--- src/rtl/chess_clock_multi_pkg.sv ---
// Shared state encoding and time-control tables for the multi-player game clock.
package chess_clock_multi_pkg;

  typedef enum logic [1:0] {
    IDLE    = 2'd0,
    RUNNING = 2'd1,
    PAUSED  = 2'd2,
    EXPIRED = 2'd3
  } clock_state_t;

  localparam int unsigned MODE_BASE_SEC [4] = '{60, 180, 300, 600};
  localparam int unsigned MODE_INC_SEC  [4] = '{0, 2, 3, 5};

endpackage

--- src/rtl/chess_clock_multi_sec_to_bcd_mmss.sv ---
// Seconds to mm:ss BCD {min_t,min_u,sec_t,sec_u}; registered, 1-cycle latency, no backpressure.
module chess_clock_multi_sec_to_bcd_mmss #(
  parameter int          SEC_W     = 13,
  parameter logic [15:0] RESET_BCD = 16'h0000
) (
  input  logic             clk,
  input  logic             reset,
  input  logic [SEC_W-1:0] sec,
  output logic [15:0]      bcd
);

  int unsigned mins;
  int unsigned secs;
  logic [15:0] bcd_nxt;

  always_comb begin
    mins    = 32'(sec) / 32'd60;
    secs    = 32'(sec) % 32'd60;
    bcd_nxt = {4'(mins / 32'd10), 4'(mins % 32'd10), 4'(secs / 32'd10), 4'(secs % 32'd10)};
  end

  always_ff @(posedge clk) begin
    if (reset) bcd <= RESET_BCD;
    else       bcd <= bcd_nxt;
  end

endmodule

--- src/rtl/chess_clock_multi.sv ---
// N-player countdown game clock with Fischer increment, pause/resume and sticky flag detection.
// Control pulses act on the next edge; bcd_mmss trails time_left/active_player by one cycle.
module chess_clock_multi
  import chess_clock_multi_pkg::*;
#(
  parameter int CLK_FREQ_HZ = 50_000_000,
  parameter int NUM_PLAYERS = 2,
  parameter int SEC_W       = 13,
  parameter int MAX_SEC     = 5999
) (
  input  logic                             clk,
  input  logic                             reset,
  input  logic                             load,
  input  logic [1:0]                       mode_sel,
  input  logic                             start,
  input  logic                             pause,
  input  logic                             switch_turn,
  output logic [$clog2(NUM_PLAYERS)-1:0]   active_player,
  output logic [NUM_PLAYERS*SEC_W-1:0]     time_left,
  output logic                             running,
  output logic                             time_up,
  output logic [$clog2(NUM_PLAYERS)-1:0]   flag_player,
  output logic [15:0]                      bcd_mmss
);

  localparam int AW = $clog2(NUM_PLAYERS);
  localparam int PW = $clog2(CLK_FREQ_HZ);

  clock_state_t     state, state_nxt;
  logic [PW-1:0]    presc;
  logic [SEC_W-1:0] tl [NUM_PLAYERS];
  logic [1:0]       mode;
  logic [SEC_W-1:0] act_t, dec_t, inc_t;
  logic [31:0]      sum;
  logic [AW-1:0]    next_player;
  logic             tick, do_switch, flag;

  assign act_t   = tl[active_player];
  assign running = (state == RUNNING);

  always_ff @(posedge clk) begin
    if (reset) state <= IDLE;
    else       state <= state_nxt;
  end

  // Priority: load, then pause, then flag, then switch; a flag swallows a same-cycle switch.
  always_comb begin
    state_nxt = state;
    tick      = 1'b0;
    do_switch = 1'b0;
    flag      = 1'b0;
    if (load) begin
      state_nxt = IDLE;
    end else begin
      case (state)
        IDLE, PAUSED: if (start && !pause) state_nxt = RUNNING;
        RUNNING: begin
          if (pause) begin
            state_nxt = PAUSED;
          end else begin
            tick      = (presc == PW'(CLK_FREQ_HZ - 1));
            do_switch = switch_turn;
            if (tick && act_t == SEC_W'(1)) begin
              flag      = 1'b1;
              do_switch = 1'b0;
              state_nxt = EXPIRED;
            end
          end
        end
        default: state_nxt = state;
      endcase
    end
  end

  always_comb begin
    dec_t       = tick ? act_t - SEC_W'(1) : act_t;
    sum         = 32'(dec_t) + MODE_INC_SEC[mode];
    inc_t       = (sum > 32'(MAX_SEC)) ? SEC_W'(MAX_SEC) : sum[SEC_W-1:0];
    next_player = (active_player == AW'(NUM_PLAYERS - 1)) ? '0 : AW'(active_player + 1'b1);
  end

  always_ff @(posedge clk) begin
    if (reset) begin
      for (int p = 0; p < NUM_PLAYERS; p++) tl[p] <= SEC_W'(MODE_BASE_SEC[0]);
      mode          <= 2'd0;
      active_player <= '0;
      presc         <= '0;
      time_up       <= 1'b0;
      flag_player   <= '0;
    end else if (load) begin
      for (int p = 0; p < NUM_PLAYERS; p++) tl[p] <= SEC_W'(MODE_BASE_SEC[mode_sel]);
      mode          <= mode_sel;
      active_player <= '0;
      presc         <= '0;
      time_up       <= 1'b0;
    end else if (flag) begin
      tl[active_player] <= '0;
      time_up           <= 1'b1;
      flag_player       <= active_player;
      presc             <= '0;
    end else if (do_switch) begin
      tl[active_player] <= inc_t;
      active_player     <= next_player;
      presc             <= '0;
    end else if (state == RUNNING && !pause) begin
      tl[active_player] <= dec_t;
      presc             <= tick ? '0 : presc + 1'b1;
    end
  end

  always_comb begin
    time_left = '0;
    for (int p = 0; p < NUM_PLAYERS; p++) time_left[p*SEC_W +: SEC_W] = tl[p];
  end

  chess_clock_multi_sec_to_bcd_mmss #(
    .SEC_W     (SEC_W),
    .RESET_BCD (16'h0100)
  ) u_bcd (
    .clk   (clk),
    .reset (reset),
    .sec   (act_t),
    .bcd   (bcd_mmss)
  );

endmodule
--- config.mk ---
export PLATFORM = sky130hd
export DESIGN_NAME = chess_clock_multi
export DESIGN_NICKNAME = d
export VERILOG_FILES = /design/src/rtl/chess_clock_multi_pkg.sv /design/src/rtl/chess_clock_multi_sec_to_bcd_mmss.sv /design/src/rtl/chess_clock_multi.sv
export SDC_FILE = /design/constraint.sdc
export NUM_CORES = 1
export LEC_CHECK = 0
export ABC_AREA = 0
export BUFFER_PORTS_ARGS = -buffer_cell sky130_fd_sc_hd__buf_2
export CAP_MARGIN = 20
export CORE_UTILIZATION = 30
export DETAILED_ROUTE_END_ITERATION = 8
export GPL_TIMING_DRIVEN = 0
export PLACE_DENSITY_LB_ADDON = 0.1
export SYNTH_ARGS = -nofsm -noshare
export SYNTH_HDL_FRONTEND = slang
export SYNTH_SLANG_ARGS = --single-unit
--- constraint.sdc ---
create_clock -name clk -period 20 [get_ports clk]
set_input_delay 0 -clock clk [delete_from_list [all_inputs] [get_ports clk]]
set_output_delay 0 -clock clk [all_outputs]
set_load 0.02 [all_outputs]
==> results.ini, run 1 <==
[cts]
hold_buffers=3
cts_tree=done
clock_latency_ns=0.35
h-tree-depth=3
ctsResizeCount=0
clk_pin_slew_ns=0.07
cts_buffer_depth=2
numCtsBuffers=9
clkSinkCount=76
root_buffer=clkbuf_16
postCtsSetupBuffers=0

[power]
pwr-share-comb_pct=44.1
sw_frac_of_total_pct=40.8
leakage_nw=2.72
ir_drop_uv=52.9
switching_power_mw=0.264
powerDensity_nw_per_um2=86.1
pwr-share-seq_pct=27.5
internal_power_mw=0.384
pwr-share-clk_pct=28.4

[sta]
tightest_slew_ns=1.19
rsz0062_at_grt=false
finalClockSkew_ns=0.00957
finalHoldViolCount=0
max_freq_mhz=114
fin_crit_ns=8.80
slew_headroom_pct=18.6
finalCritPeriodShare_pct=44.0
holdWs_ns=0.0211
fin_setup_tns_ns=0
finalMaxSlewViolations=0
setup_viol=0

[hold_path]
worstHoldStart=pause
hold_class=input port to flop

[job]
maxCapViolCount=0

[synthesis]
synth_cells=808
ys_seq_area_share_pct=27.1
yosysTopAreaCell=dfxtp_1
synth_top_area_share_pct=15.2
synth_edf_count=26
synth_simple_gate_area_share_pct=28.4
synth_top_family_by_area=simple AND/OR/NAND/NOR gates
synth_common_cells=nor2_1, nand2_1, a21oi_1
yosys_warnings=0
synth-async-reset-ratio_pct=0
synth_xor_area_share_pct=7.33
synthAdderAreaFrac_pct=3.50
yosys-top-cells-area=dfxtp_1, edfxtp_1, nor2_1
synth-compound-area-share_pct=26.3
yosysMostFrequentCell=nor2_1
syn_nets=833
yosysUniqueCellTypes=106
postSynthRegisterBits=76
netlist_area_um2=6570
ys.flop_type=dfxtp_1
synth_area_per_cell_um2=8.13
synthMuxAreaShare_pct=4.63

[route]
drc=0
wl_per_cell_um=17.2
drt_pass1_iterations=5
routed_wl_um=19800
drt_iter0_markers=382
via_per_inst=5.42
ant_nets=0
num_vias=6250

[worst_setup_path]
critical_path_class=flop to flop
path_depth=29
reg2regPathDepth=29
endpoint=u_bcd.bcd[2]
startpoint_type=flop
endpoint_kind=flop
r2r-start=tl[1][12]
arrival_ns=9.06
slowest_delay_ns=0.55
startpoint=tl[1][12]
cp_slowest_cell=nor3_1
cpLargestDelayFamily=compound AO/OA/AOI/OAI gates
timing.rr.end=u_bcd.bcd[2]
rrSetupSlack_ns=11.20
required_ns=20.26
critPathBufInv=4
crit_fanout=10

[placement]
portBuffers=51
place_congestion=0.803
dp_hpwl_um=14800
dp_cells=1134

[layout]
area.growth.synth_to_final_pct=14.6
n_antenna_cell=0
layout-drive-gt1-share_pct=14.7
nets=898
finalNonFillerCells=1153

[global_routing]
grt_start_max_net_pins=17
first_global_vias=5880
gr-total-overflow=0
grt_pass1_wl_um=31900
grt_use_total_pct=18.2
antenna_found_initial=0

[floorplan]
rows=53
start_util_pct=31.0
die_area_um2=22500
num_io_pins=54
die_x_um=150
fp.dieH_um=150
fp.coreArea_um2=21200

[outcome]
status=completed

final cells by class:
class	count	area (um2)
clock inverter	5	56.3
tap	275	344
inverter	17	63.8
timing repair buffer	54	285
buffer	23	114
sequential	76	1780
clock buffer	11	275
multi-input combinational	692	4610
fill	2284	13700
per-stage QoR:
stage / instance area, um2 / util [%] / setup slack [ns] / power [mW]
6_report: 7530 / 35.5 / 11.20 / 0.649
3_5_place_dp: 7170 / 33.8 / 11.35 / 0.465
5_1_grt: 7530 / 35.5 / 10.43 / 0.692
2_1_floorplan: 6570 / - / 12.63 / 0.398
4_1_cts: 7530 / 35.5 / 11.29 / 0.652
3_3_place_gp: 7170 / 33.8 / 11.15 / 0.467
power by group through the flow:
stage | combinational (mW) | sequential, mW | clock (mW)
final | 0.286 | 0.178 | 0.184
after global routing | 0.318 | 0.180 | 0.194
after CTS | 0.285 | 0.178 | 0.189
after detailed placement | 0.283 | 0.182 | 0
after global placement | 0.285 | 0.182 | 0
after floorplan | 0.203 | 0.196 | 0
cells by family (layout without fill, tap and decap cells):
group,count (synthesis),after routing
flops,76,76
compound gates,228,228
simple gates,363,363
fa+ha+maj,18,18
buf+inv,40,110
xor+xnor,55,55
mux,28,28
worst min-delay path by stage:
stage / cells past startpoint / slack, ns / end
global placement: 3 / 0.29 / state[0]
detailed placement: 3 / 0.29 / state[0]
floorplan: 2 / 0.15 / mode[1]
CTS: 3 / 0.008 / mode[0]
global route: 3 / 0.07 / mode[0]
finish: 4 / 0.02 / state[0]
per-layer routing:
metal  vias up  wire length (um)  global-route usage, %
met4         0               368                   6.06
li1       3155                 -                      -
met1      2961              9850                   25.5
met2       111              8990                   28.6
met5         -                 0                      0
met3        23               601                   2.23
sequential cells by signal, summed over array words and instances, names as in the netlist, named ones only:
name and count:
active_player 1, flag_player 1, mode 2, presc 26
state 2, time_up 1, tl 26, u_bcd.bcd 16
tightest hold or removal path, cell delays in order:
cell and delay [ns]:
buf_2 0.07, inv_1 0.05, o21ai_0 0.14, a21oi_1 0.06
cell usage in the layout (no fill, tap or decap), drive strengths merged, types with 5 or more instances in the layout:
cell and instances:
a211oi 5, a21boi 7, a21o 6, a21oi 61, a221oi 5, a31oi 9, and2 7, and3 12
and4 5, buf 56, clkbuf 29, dfxtp 50, edfxtp 26, ha 16, inv 21, mux2 7
mux2i 21, nand2 63, nand2b 11, nand3 45, nand4 14, nor2 110, nor2b 14, nor3 28
o211ai 7, o21a 7, o21ai 52, o22ai 8, o31ai 5, or2 12, or3 17, xnor2 32
xor2 23
(Power assumes the default switching activity.)
==> run 2, diff against run 1 <==
clock period = 8 ns   (was 20 ns; I/O delays follow)
==> results.ini, run 2 (synthesized netlist as in run 1, its figures left out) <==
[outcome]
status=completed

[global_routing]
grt_use_total_pct=18.2  ; +0.046 points
grt_pass1_wl_um=32000  ; +0.19%
grt_start_max_net_pins=17  ; unchanged
antenna_found_initial=0  ; unchanged
first_global_vias=5900  ; +0.34%
gr-total-overflow=0  ; unchanged

[hold_path]
hold_class=input port to flop
worstHoldStart=pause
hold-path-cell-count=4  ; unchanged
min_to=state[0]

[sta]
setup_viol=0  ; unchanged
tightest_slew_ns=1.17  ; -0.0198 ns
finalMaxSlewViolations=0  ; unchanged
fin_setup_tns_ns=0  ; unchanged
fin_crit_ns=7.62  ; -1.18 ns
finalClockSkew_ns=0.0106  ; +0.000986 ns
max_freq_mhz=131  ; +15%
slew_headroom_pct=19.9  ; +1.4 points
finalHoldViolCount=0  ; unchanged
finalCritPeriodShare_pct=95.3  ; +51 points

[placement]
portBuffers=51  ; unchanged
place_congestion=0.803  ; unchanged
dp_hpwl_um=14800  ; unchanged

[worst_setup_path]
slowest_delay_ns=0.55  ; about the same
critPathBufInv=3  ; -1
endpoint_kind=flop
startpoint_type=flop
rrSetupSlack_ns=0.38  ; -10.82 ns
critical_path_class=flop to flop
cpLargestDelayFamily=compound AO/OA/AOI/OAI gates
arrival_ns=7.89  ; -1.17 ns
cp_slowest_cell=or4_4
timing.rr.end=u_bcd.bcd[4]
crit_fanout=10  ; unchanged
reg2regPathDepth=28  ; -3.4%
required_ns=8.27  ; -11.99 ns

[cts]
clk_pin_slew_ns=0.07  ; about the same
cts_tree=done
numCtsBuffers=9  ; unchanged
root_buffer=clkbuf_16
h-tree-depth=3  ; unchanged
cts_buffer_depth=2  ; unchanged
clock_latency_ns=0.35  ; about the same
clkSinkCount=76  ; unchanged

[floorplan]
die_area_um2=22500  ; unchanged
fp.dieH_um=150  ; unchanged
fp.coreArea_um2=21200  ; unchanged
rows=53  ; unchanged
start_util_pct=31.0  ; unchanged
die_x_um=150  ; unchanged
num_io_pins=54  ; unchanged

[layout]
final_cell_mix=nor2_1, nand2_1, a21oi_1
final_util_pct=36.8  ; +1.3 points
largestRegisters=presc (26), tl (26), u_bcd.bcd (16)
regArea_um2=1790  ; +0.21%
nets=908  ; +1.1%
multi_input_area_um2=4800  ; +4.1%
layout-drive-gt1-share_pct=18.7  ; +4.0 points
n_antenna_cell=0  ; unchanged
area.growth.synth_to_final_pct=18.8
layout_commonest_cell=nor2_1
fill_cells=2270  ; -0.61%

[route]
num_vias=6329  ; +1.3%
drt_pass1_iterations=5  ; unchanged
routed_wl_um=20000  ; +1.1%
drc=0  ; unchanged
via_per_inst=5.44  ; +0.39%
ant_nets=0  ; unchanged
drt_iter0_markers=479  ; +25%
wl_per_cell_um=17.2  ; +0.27%

[power]
powerDensity_nw_per_um2=214  ; +150%
leakage_nw=2.82  ; +3.5%
ir_drop_uv=125  ; +140%
power_mw=1.67  ; +160%

[job]
maxCapViolCount=0  ; unchanged

run 2: metal layers:
metal | GRT usage (%) | wire, um | up-vias
li1 | - | - | 3175
met1 | 25.6 | 9750 | 2995
met2 | 28.7 | 9160 | 132
met3 | 2.23 | 705 | 27
met4 | 6.06 | 416 | 0
met5 | 0 | 0 | -
run 2: worst register-to-register path, delay by kind of cell (launching register included):
kind,cells,cell delay (ns)
AO/OA/AOI/OAI,13,3.36
adder cells (fa/ha/maj),1,0.35
buffers and inverters,3,0.51
flip-flops,1,0.40
AND/OR/NAND/NOR,11,2.92
run 2: how the worst max path moves through the flow:
stage / startpoint / to / slack [ns] / cells past startpoint
floorplan: tl[1][12] / u_bcd.bcd[1] / 0.63 / 27
global placement: tl[1][12] / u_bcd.bcd[1] / -0.85 / 26
detailed placement: flop / u_bcd.bcd[1] / -0.65 / 27
CTS: tl[0][11] / u_bcd.bcd[1] / 0.01 / 28
global route: flop / u_bcd.bcd[1] / -0.0005 / 29
finish: flop / u_bcd.bcd[4] / 0.38 / 28
run 2: layout make-up:
class | instances | area share, %
plain buffers | 21 | 1.36
flip-flops and latches | 76 | 22.9
repair buffers | 66 | 4.81
clock inverters | 5 | 0.721
inverters | 17 | 0.818
clock buffers | 11 | 3.53
well taps | 275 | 4.41
multi-input cells | 692 | 61.5
run 2: what timing repair did:
item | in CTS | in global routing
pin swaps | 1 | 11
setup endpoints to repair | 5 | 4
setup buffers | 2 | 9
hold buffers | 3 | 0
endpoints found under the hold margin | 3 | 0
resized for setup | 5 | 31
gates cloned | 0 | 0
run 2: through the flow:
stage | setup WS, ns | hold slack [ns] | instances | cell area, um2
6_report | 0.377 | 0.0225 | 1163 | 7800
3_5_place_dp | -0.649 | 0.291 | 1134 | 7170
4_1_cts | 0.0132 | 0.00765 | 1155 | 7570
5_1_grt | -0.000512 | 0.0669 | 1163 | 7800
2_1_floorplan | 0.634 | 0.147 | 808 | 6570
3_3_place_gp | -0.849 | 0.293 | 1134 | 7170
run 2: power by group:
group	leakage [nW]	switching [mW]	internal (mW)
registers	0.676	0.0142	0.431
logic	1.98	0.470	0.294
clock network	0.164	0.202	0.258
total	2.82	0.686	0.983
